$ cat src/rtl/div_wb_pkg.sv
// Shared types and constants for the divider writeback sequencer.
// Used by div_req_fifo and div_writeback_seq. Optional feature macro: DIVWB_DZ_TRAP_EN.
package div_wb_pkg;

  // Default datapath widths. The top-level parameters DATA_W and REG_AW
  // must keep these values, because the request struct below uses them.
  localparam int DW = 8;
  localparam int AW = 3;

  // The combinational divider returns this value for both the quotient and
  // the remainder when the divisor is zero.
  localparam logic [DW-1:0] DZ_VALUE = 8'hFF;

  // Sequencer FSM states.
  typedef enum logic [1:0] {
    IDLE = 2'd0,
    EXEC = 2'd1,
    WB_Q = 2'd2,
    WB_R = 2'd3
  } div_state_e;

  // One buffered divide request, as it is stored in the FIFO.
  typedef struct packed {
    logic [DW-1:0] dividend;
    logic [DW-1:0] divisor;
    logic [AW-1:0] rd_q;
    logic [AW-1:0] rd_r;
  } div_req_t;

  localparam int REQ_W = $bits(div_req_t);

endpackage

$ cat src/rtl/div_req_fifo.sv
// Small synchronous request FIFO with push, pop and an occupancy count.
// Pointers wrap modulo DEPTH, which must be a power of two and at least 2.
// Pointers and count reset asynchronously (active low). Storage is not reset.
module div_req_fifo #(
  parameter  int WIDTH = 22,
  parameter  int DEPTH = 2,
  localparam int PTR_W = $clog2(DEPTH),
  localparam int CNT_W = PTR_W + 1
) (
  input  logic             clk,
  input  logic             rst_n,
  input  logic             push_i,
  input  logic [WIDTH-1:0] data_i,
  input  logic             pop_i,
  output logic [WIDTH-1:0] data_o,
  output logic [CNT_W-1:0] count_o,
  output logic             full_o,
  output logic             empty_o
);

  logic [WIDTH-1:0] mem_q [DEPTH];
  logic [PTR_W-1:0] wr_ptr_q, wr_ptr_d;
  logic [PTR_W-1:0] rd_ptr_q, rd_ptr_d;
  logic [CNT_W-1:0] count_q, count_d;
  logic             push_ok;
  logic             pop_ok;

  assign full_o  = (count_q == CNT_W'(DEPTH));
  assign empty_o = (count_q == '0);
  assign count_o = count_q;
  assign data_o  = mem_q[rd_ptr_q];

  // A push into a full FIFO or a pop from an empty one is ignored.
  assign push_ok = push_i && !full_o;
  assign pop_ok  = pop_i && !empty_o;

  // Next pointer and count values. A simultaneous push and pop leaves the count unchanged.
  always_comb begin
    wr_ptr_d = wr_ptr_q;
    rd_ptr_d = rd_ptr_q;
    count_d  = count_q;
    if (push_ok) wr_ptr_d = wr_ptr_q + PTR_W'(1);
    if (pop_ok)  rd_ptr_d = rd_ptr_q + PTR_W'(1);
    case ({push_ok, pop_ok})
      2'b10:   count_d = count_q + CNT_W'(1);
      2'b01:   count_d = count_q - CNT_W'(1);
      default: count_d = count_q;
    endcase
  end

  // Pointer and count registers.
  always_ff @(posedge clk or negedge rst_n) begin
    if (!rst_n) begin
      wr_ptr_q <= '0;
      rd_ptr_q <= '0;
      count_q  <= '0;
    end else begin
      wr_ptr_q <= wr_ptr_d;
      rd_ptr_q <= rd_ptr_d;
      count_q  <= count_d;
    end
  end

  // Storage write. The pointer reset is enough to make the stored contents irrelevant.
  always_ff @(posedge clk) begin
    if (push_ok) mem_q[wr_ptr_q] <= data_i;
  end

endmodule

$ cat src/rtl/div_writeback_seq.sv
// Sequencer around the combinational 8-bit divider.
// It buffers requests, drives registered operands, captures the results, and
// then writes the quotient and the remainder through one shared write port.
// Optional feature macro: DIVWB_DZ_TRAP_EN. When it is defined, a zero divisor
// skips both writebacks and pulses dz_trap instead.
//
// Handshakes: a request transfers on a rising edge where req_valid && req_ready.
// req_ready depends only on the FIFO occupancy. A write transfers on a rising
// edge where wb_en && wb_ready. While wb_en is high and wb_ready is low,
// wb_addr and wb_data hold steady.
module div_writeback_seq
  import div_wb_pkg::*;
#(
  parameter int DATA_W = 8,
  parameter int REG_AW = 3,
  parameter int QDEPTH = 2
) (
  input  logic              clk,
  input  logic              rst_n,
  input  logic              req_valid,
  output logic              req_ready,
  input  logic [DATA_W-1:0] req_dividend,
  input  logic [DATA_W-1:0] req_divisor,
  input  logic [REG_AW-1:0] req_rd_q,
  input  logic [REG_AW-1:0] req_rd_r,
  output logic [DATA_W-1:0] div_dividend,
  output logic [DATA_W-1:0] div_divisor,
  input  logic [DATA_W-1:0] div_quotient,
  input  logic [DATA_W-1:0] div_remainder,
  output logic              wb_en,
  output logic [REG_AW-1:0] wb_addr,
  output logic [DATA_W-1:0] wb_data,
  input  logic              wb_ready,
  output logic              busy,
  output logic [1:0]        dbg_state,
  output logic              dz_flag
`ifdef DIVWB_DZ_TRAP_EN
  ,
  output logic              dz_trap
`endif
);

  localparam int CNT_W   = $clog2(QDEPTH) + 1;
  localparam int ENTRY_W = 2 * DATA_W + 2 * REG_AW;

  div_state_e        state_q, state_d;
  logic              fifo_push;
  logic              fifo_pop;
  logic              fifo_full;
  logic              fifo_empty;
  logic [CNT_W-1:0]  fifo_count;
  logic [ENTRY_W-1:0] head_bits;
  div_req_t          push_req;
  div_req_t          head_req;

  logic [DATA_W-1:0] op_dividend_q;
  logic [DATA_W-1:0] op_divisor_q;
  logic [REG_AW-1:0] dst_quo_q;
  logic [REG_AW-1:0] dst_rem_q;
  logic [DATA_W-1:0] res_quo_q;
  logic [DATA_W-1:0] res_rem_q;
  logic              dz_flag_q;
  logic              div_by_zero;

  // Pack the incoming request into the FIFO entry layout.
  always_comb begin
    push_req          = '0;
    push_req.dividend = req_dividend;
    push_req.divisor  = req_divisor;
    push_req.rd_q     = req_rd_q;
    push_req.rd_r     = req_rd_r;
  end

  assign fifo_push = req_valid && !fifo_full;
  assign req_ready = !fifo_full;
  assign head_req  = head_bits;

  div_req_fifo #(
    .WIDTH (ENTRY_W),
    .DEPTH (QDEPTH)
  ) u_fifo (
    .clk     (clk),
    .rst_n   (rst_n),
    .push_i  (fifo_push),
    .data_i  (push_req),
    .pop_i   (fifo_pop),
    .data_o  (head_bits),
    .count_o (fifo_count),
    .full_o  (fifo_full),
    .empty_o (fifo_empty)
  );

  // The divisor register feeds the divider directly, so this flag is valid throughout EXEC.
  assign div_by_zero = (op_divisor_q == '0);

  // FSM state register.
  always_ff @(posedge clk or negedge rst_n) begin
    if (!rst_n) state_q <= IDLE;
    else        state_q <= state_d;
  end

  // FSM next state. WB_R is entered only when a remainder destination is given.
  always_comb begin
    state_d = state_q;
    case (state_q)
      IDLE: if (!fifo_empty) state_d = EXEC;
`ifdef DIVWB_DZ_TRAP_EN
      EXEC: state_d = div_by_zero ? IDLE : WB_Q;
`else
      EXEC: state_d = WB_Q;
`endif
      WB_Q: if (wb_ready) state_d = (dst_rem_q != '0) ? WB_R : IDLE;
      WB_R: if (wb_ready) state_d = IDLE;
      default: state_d = IDLE;
    endcase
  end

  // FSM outputs. The write port and the FIFO pop are decoded from the current state only.
  always_comb begin
    wb_en    = 1'b0;
    wb_addr  = '0;
    wb_data  = '0;
    fifo_pop = 1'b0;
    case (state_q)
      IDLE: fifo_pop = !fifo_empty;
      WB_Q: begin
        wb_en   = 1'b1;
        wb_addr = dst_quo_q;
        wb_data = res_quo_q;
      end
      WB_R: begin
        wb_en   = 1'b1;
        wb_addr = dst_rem_q;
        wb_data = res_rem_q;
      end
      default: ;
    endcase
  end

  // Operand and destination capture on pop.
  // Result capture at the end of EXEC, after the divider has settled.
  always_ff @(posedge clk or negedge rst_n) begin
    if (!rst_n) begin
      op_dividend_q <= '0;
      op_divisor_q  <= '0;
      dst_quo_q     <= '0;
      dst_rem_q     <= '0;
      res_quo_q     <= '0;
      res_rem_q     <= '0;
    end else begin
      if (fifo_pop) begin
        op_dividend_q <= head_req.dividend;
        op_divisor_q  <= head_req.divisor;
        dst_quo_q     <= head_req.rd_q;
        dst_rem_q     <= head_req.rd_r;
      end
      if (state_q == EXEC) begin
        res_quo_q <= div_quotient;
        res_rem_q <= div_remainder;
      end
    end
  end

  // Sticky divide-by-zero flag. Only reset clears it.
  always_ff @(posedge clk or negedge rst_n) begin
    if (!rst_n)                              dz_flag_q <= 1'b0;
    else if (state_q == EXEC && div_by_zero) dz_flag_q <= 1'b1;
  end

`ifdef DIVWB_DZ_TRAP_EN
  logic dz_trap_q;

  // One-cycle trap pulse in the cycle after an EXEC with a zero divisor.
  always_ff @(posedge clk or negedge rst_n) begin
    if (!rst_n) dz_trap_q <= 1'b0;
    else        dz_trap_q <= (state_q == EXEC) && div_by_zero;
  end

  assign dz_trap = dz_trap_q;
`endif

  assign div_dividend = op_dividend_q;
  assign div_divisor  = op_divisor_q;
  assign dz_flag      = dz_flag_q;
  assign busy         = (state_q != IDLE) || (fifo_count != '0);
  assign dbg_state    = state_q;

endmodule

$ cat config.mk
export PLATFORM = sky130hd
export DESIGN_NAME = div_writeback_seq
export DESIGN_NICKNAME = d
export VERILOG_FILES = /design/src/rtl/div_wb_pkg.sv /design/src/rtl/div_req_fifo.sv /design/src/rtl/div_writeback_seq.sv
export SDC_FILE = /design/constraint.sdc
export NUM_CORES = 1
export LEC_CHECK = 0
export ABC_CLOCK_PERIOD_IN_PS = 2700
export BUFFER_PORTS_ARGS = -buffer_cell sky130_fd_sc_hd__buf_2
export CORE_MARGIN = 1
export CORE_UTILIZATION = 54
export DETAILED_ROUTE_END_ITERATION = 8
export PLACE_DENSITY = 0.79
export SETUP_SLACK_MARGIN = 0.15
export SYNTH_ARGS = -nofsm -noshare
export SYNTH_HDL_FRONTEND = slang
export SYNTH_SLANG_ARGS = --single-unit
export TNS_END_PERCENT = 5
$ cat constraint.sdc
create_clock -name clk -period 2.7 [get_ports clk]
set_input_delay 0.405 -clock clk [delete_from_list [all_inputs] [get_ports clk]]
set_output_delay 0.405 -clock clk [all_outputs]
set_load 0.05 [all_outputs]
After elaboration in Yosys (flattened, before gate mapping)
Memory sizes are Yosys's and may differ from the RTL's. A register that Yosys moved wholly into a read port is not among the register bits. Cells that the tools add are included.

Add/subtract/negate cells: 4. Muxes and demuxes: 12. Eq/ne operators: 9. Reductions and logical operators: 17.

Operator list (count): 8-bit case mux with 2 select lines (1); 2-bit == test, second input constant (4); 8-bit zero test (1); 2-bit two-way mux (4); 2-bit case mux with 4 select lines (1); 2-bit != test, second input constant (3); 3-bit case mux with 2 select lines (1); 2-bit nonzero test (3); 2-bit by 1-bit == test with 1-bit output, second input constant (2); 1-bit logical AND (4); 2-bit zero test (2); 1-bit two-way mux (4); 2-bit case mux with 2 select lines (1); 1-bit zero test (3); 3-bit AND reduction (1); 3-bit nonzero test (1); 1-bit adder, second input constant (2); 2-bit by 1-bit adder with 2-bit output, second input constant (1); 2-bit OR reduction (1); 2-bit by 1-bit subtractor with 2-bit output, second input constant (1); 1-bit logical OR (1).

Input bits: 42. Register bits: 23. RAM bits: 44. Memories kept: 1. Word-level logic and storage cells: 50. Output and inout port bits: 33.

Memory list: u_fifo.mem_q (words 2, width 22, read ports 1, clocked after memory_dff 1, wr ports 1, line div_req_fifo.sv:21) `logic [WIDTH-1:0] mem_q [DEPTH];`.

Longest topological paths before layout
Word-level depth: 6. Gate-level depth with buffers: 7. Gate-level depth less buffers: 6.

Modules after synthesis
Synthesis repeated with hierarchy kept, for this count alone.

Cell total of the unflattened synthesis: 211. Area, all modules: 3602.2 um2.

Modules (own cells, without submodules): div_writeback_seq (instances 1, area each 1814.2 um2, cells each 125, sequential area each 1026.0 um2); div_req_fifo (instances 1, area each 1788.0 um2, cells each 86, sequential area each 1421.4 um2).

Worst setup path after synthesis
Ideal clock, no wire load.

Kind: reg2reg. From: register u_fifo.count_q[0], in the netlist u_fifo.count_o[0]. To: memory u_fifo.mem_q[0][0], enable pin. Path slack: 272 ps. Path buffers: 0. Required time: 2299 ps. Data arrival time: 2028 ps. Period minus slack after synthesis: 2428 ps. Stages on the path, launching flop included: 4. Library setup time: 401 ps. Cell sequence: dfrtp_1 -> nand2b_1 -> nand2_1 -> nor2_1.

Word-level cells in the longest chain between the ends: 6.

Ends and longest elaborated chain: start, declared (line div_req_fifo.sv:24) `logic [CNT_W-1:0] count_q, count_d;`; start signal, assigned (line div_req_fifo.sv:60) `count_q <= count_d;`; 2-bit == test * (line div_req_fifo.sv:28) `assign full_o = (count_q == CNT_W'(DEPTH));`; 1-bit zero test *; via req_ready (line div_writeback_seq.sv:21) `output logic req_ready,`; 1-bit logical AND (line div_writeback_seq.sv:74) `assign fifo_push = req_valid && !fifo_full;`; 1-bit logical AND * (line div_req_fifo.sv:34) `assign push_ok = push_i && !full_o;`; 1-bit two-way mux * (line div_req_fifo.sv:66) `if (push_ok) mem_q[wr_ptr_q] <= data_i;`; 1-bit two-way mux (not written as such) * (line div_req_fifo.sv:66); end, declared (line div_req_fifo.sv:21).

Mark *: on every way through the listed nets, which the timed path passes. The rest lies on a longest branch.

Worst setup path after layout
From: register state_q[0], in the netlist dbg_state[0]. To: output wb_addr[2].

Word-level cells in the longest chain between the ends: 2. Elaborated cells between the ends (all ways): 3. Classes of those cells: eq/ne: 2; mux: 1.

Ends and longest elaborated chain: start, declared (line div_writeback_seq.sv:46) `div_state_e state_q, state_d;`; start signal, assigned (line div_writeback_seq.sv:99) `else state_q <= state_d;`; 2-bit == test (line div_writeback_seq.sv:124) `case (state_q)`; 3-bit case mux with 2 select lines * (line div_writeback_seq.sv:124); end, declared (line div_writeback_seq.sv:31) `output logic [REG_AW-1:0] wb_addr,`.

Every way passes the cells marked *; elsewhere a longest branch is shown, timed or not.

==> out/qor.yml <==
path_clk_slew_ns: 0.08
via_per_inst: 5.369
synth_top_area_share_pct: 37.21
nets: 332
max_stage_delay_ns: 0.42
start_kind: "flop"
grt_pass1_vias: 2164
cts.sink_count: 89
cts_tree: "done"
tns_ns: 0
synthCells: 207
rows: 29
synth.distinct_cells: 25
start_util_pct: 55.92
path_class: "reg2out"
fin_skew_ns: 0.01183
ys_seq_area_share_pct: 68.92
fp.dieW_um: 83.09
drc: 0
cp.required_ns: 2.30
fin_crit_sh_pct: 73.72
htree_levels: 3
crit_family: "buffers and inverters"
synthesis.area_mm2: 0.003551
routabilityCongestion: 0.6824
grt_usage_pct: 19.60
yosysMostFrequentCell: "mux2_2"
r2r_end: "div_divisor[2]"
antenna_found_initial: 0
dr.pass1.iters: 4
cp_slowest_cell: "dfrtp_1"
met1_length_mm: 2.602
slew_violations: 0
finalWorstSetupSlack_ns: 0.7097
layout-drive-gt1-share_pct: 54.42
r2r-start: "u_fifo.rd_ptr_q"
place_ws_ns: 0.9537
wl_met3_um: 241
hpwl_mm: 4.032
grt_pass1_wl_mm: 10.24
ys_ff_latch: 89
wire_per_inst_um: 16.57
die_h_um: 83.09
crit_arrival_ns: 1.59
area_growth_pct: 18.96
initialDrtViolationCount: 97
max_freq_mhz: 502.4
synth_edf_count: 44
syn_nets: 250
critPathBufInv: 2
hold_viol: 0
grt_start_max_net_pins: 46
clock_latency_ns: 0.36
core_area_mm2: 0.006350
post-cts-setup-buffer-count: 0
crit_chain: "buf_4 -> mux2i_1 -> nor2b_1 -> buf_2"
cts-root-buf: "clkbuf_8"
cts_hold_buf: 0
r2r_slack_ns: 0.94
wirelength_mm: 6.149
rsz0062_at_grt: "no"
synthTopCellsByCount: "60 x mux2_2, 45 x dfrtp_1, 44 x edfxtp_1"
die-area_mm2: 0.006904
clk_path_buf_depth: 2
post-route-min-period_ns: 1.990
vias: 1992
slew_headroom_pct: 32.19
drtAntennaViolNets: 0
path_max_fanout: 17
wl_met2_mm: 3.147
overflow: 0
cts-resized-gates: 0
ys_warn_count: 0
setup_violations: 0
end_kind: "output pin"
cts_made_buffers: 9
tightest_slew_ns: 1.017
synth_async_sr_flop_share_pct: 50.56
outcome: "complete, no violations"
ios: 75
reg2reg_depth: 3
io_buffers: 74
yosysTopAreaCell: "edfxtp_1"
ys.flop_type: "dfrtp_1"
drv_cap: 0
highest_layer: "met4"
min_path_type: "in2async"
synth_area_leaders: "edfxtp_1 37%, dfrtp_1 32%, mux2_2 19%"
synth_area_per_cell_um2: 17.15
diodes: 0
[logic make-up (layout without fill, tap and decap cells)]
group,after synthesis,in the layout,synth area share (%)
muxes,71,71,22.13
xor gates and xnor gates,5,5,1.233
adders and majority gates,1,1,0.3523
and+or+nand+nor,25,25,4.299
buffers and inverters,12,99,2.185
DFF,89,89,68.92
AOI/OAI and AO/OA,4,4,0.8809
[routing by layer]
| layer | vias up | GRT usage, % |
|---|---|---|
| met5 | - | 0 |
| met4 | 0 | 10.19 |
| met3 | 13 | 4.473 |
| met2 | 46 | 31.97 |
| met1 | 1012 | 24.65 |
| li1 | 921 | - |
[layout by cell type (no fill, tap or decap), types with 2 or more instances in the layout]
| master | Yosys | routed |
|---|---|---|
| inv_6 | 0 | 2 |
| xor2_1 | 2 | 2 |
| clkbuf_8 | 0 | 9 |
| nor2b_1 | 12 | 12 |
| edfxtp_1 | 44 | 44 |
| nor2_1 | 4 | 3 |
| xnor2_1 | 3 | 3 |
| buf_2 | 5 | 74 |
| nor4_1 | 2 | 2 |
| bufinv_16 | 0 | 2 |
| mux2_2 | 60 | 60 |
| mux2i_1 | 11 | 11 |
| nand2_1 | 2 | 2 |
| dfrtp_1 | 45 | 45 |
| buf_4 | 1 | 8 |
[worst max path at each step]
stage | start | cells after the start | endpoint
3_5_place_dp | u_fifo.rd_ptr_q | 3 | div_divisor[2]
6_report | dbg_state[0] | 4 | wb_addr[2]
5_1_grt | dbg_state[0] | 4 | wb_addr[1]
2_1_floorplan | u_fifo.count_o[0] | 3 | u_fifo.mem_q[0][0]
4_1_cts | dbg_state[0] | 4 | wb_addr[2]
3_3_place_gp | u_fifo.rd_ptr_q | 3 | div_divisor[1]
[sequential cells by signal, indices dropped and copies added, names as in the netlist]
name / cells
u_fifo.rd_ptr_q: 1
dbg_state: 2
u_fifo.mem_q: 44
u_fifo.wr_ptr_q: 1
res_quo_q: 8
dst_quo_q: 3
dst_rem_q: 3
dz_flag: 1
div_divisor: 8
u_fifo.count_o: 2
res_rem_q: 8
div_dividend: 8
[metrics by stage]
step	area (um^2)	utilization [%]	hold slack, ns	std cells
floorplan	3551	-	0.1094	207
detailed placement	4006	63.09	0.4771	355
global placement	4006	63.09	0.4763	355
finish	4224	66.52	0.2177	371
CTS	4224	66.52	0.2174	371
global route	4224	66.52	0.2133	371
[worst reg2reg max path, cell delays in order, from the launching register on]
cell and delay, ns:
dfrtp_1 0.73, buf_4 0.30, mux2_2 0.36, mux2_2 0.26
[final cells by class]
class | count | area, um^2
clock inverter | 6 | 90.09
tap | 77 | 96.34
clock buffer | 10 | 127.6
timing repair buffer | 82 | 430.4
sequential | 89 | 2447
multi-input combinational | 106 | 1028
fill | 445 | 2126
inverter | 1 | 3.754
Power is not shown: default switching activity piles up to over one toggle a cycle in this logic, so the estimate is an artifact.
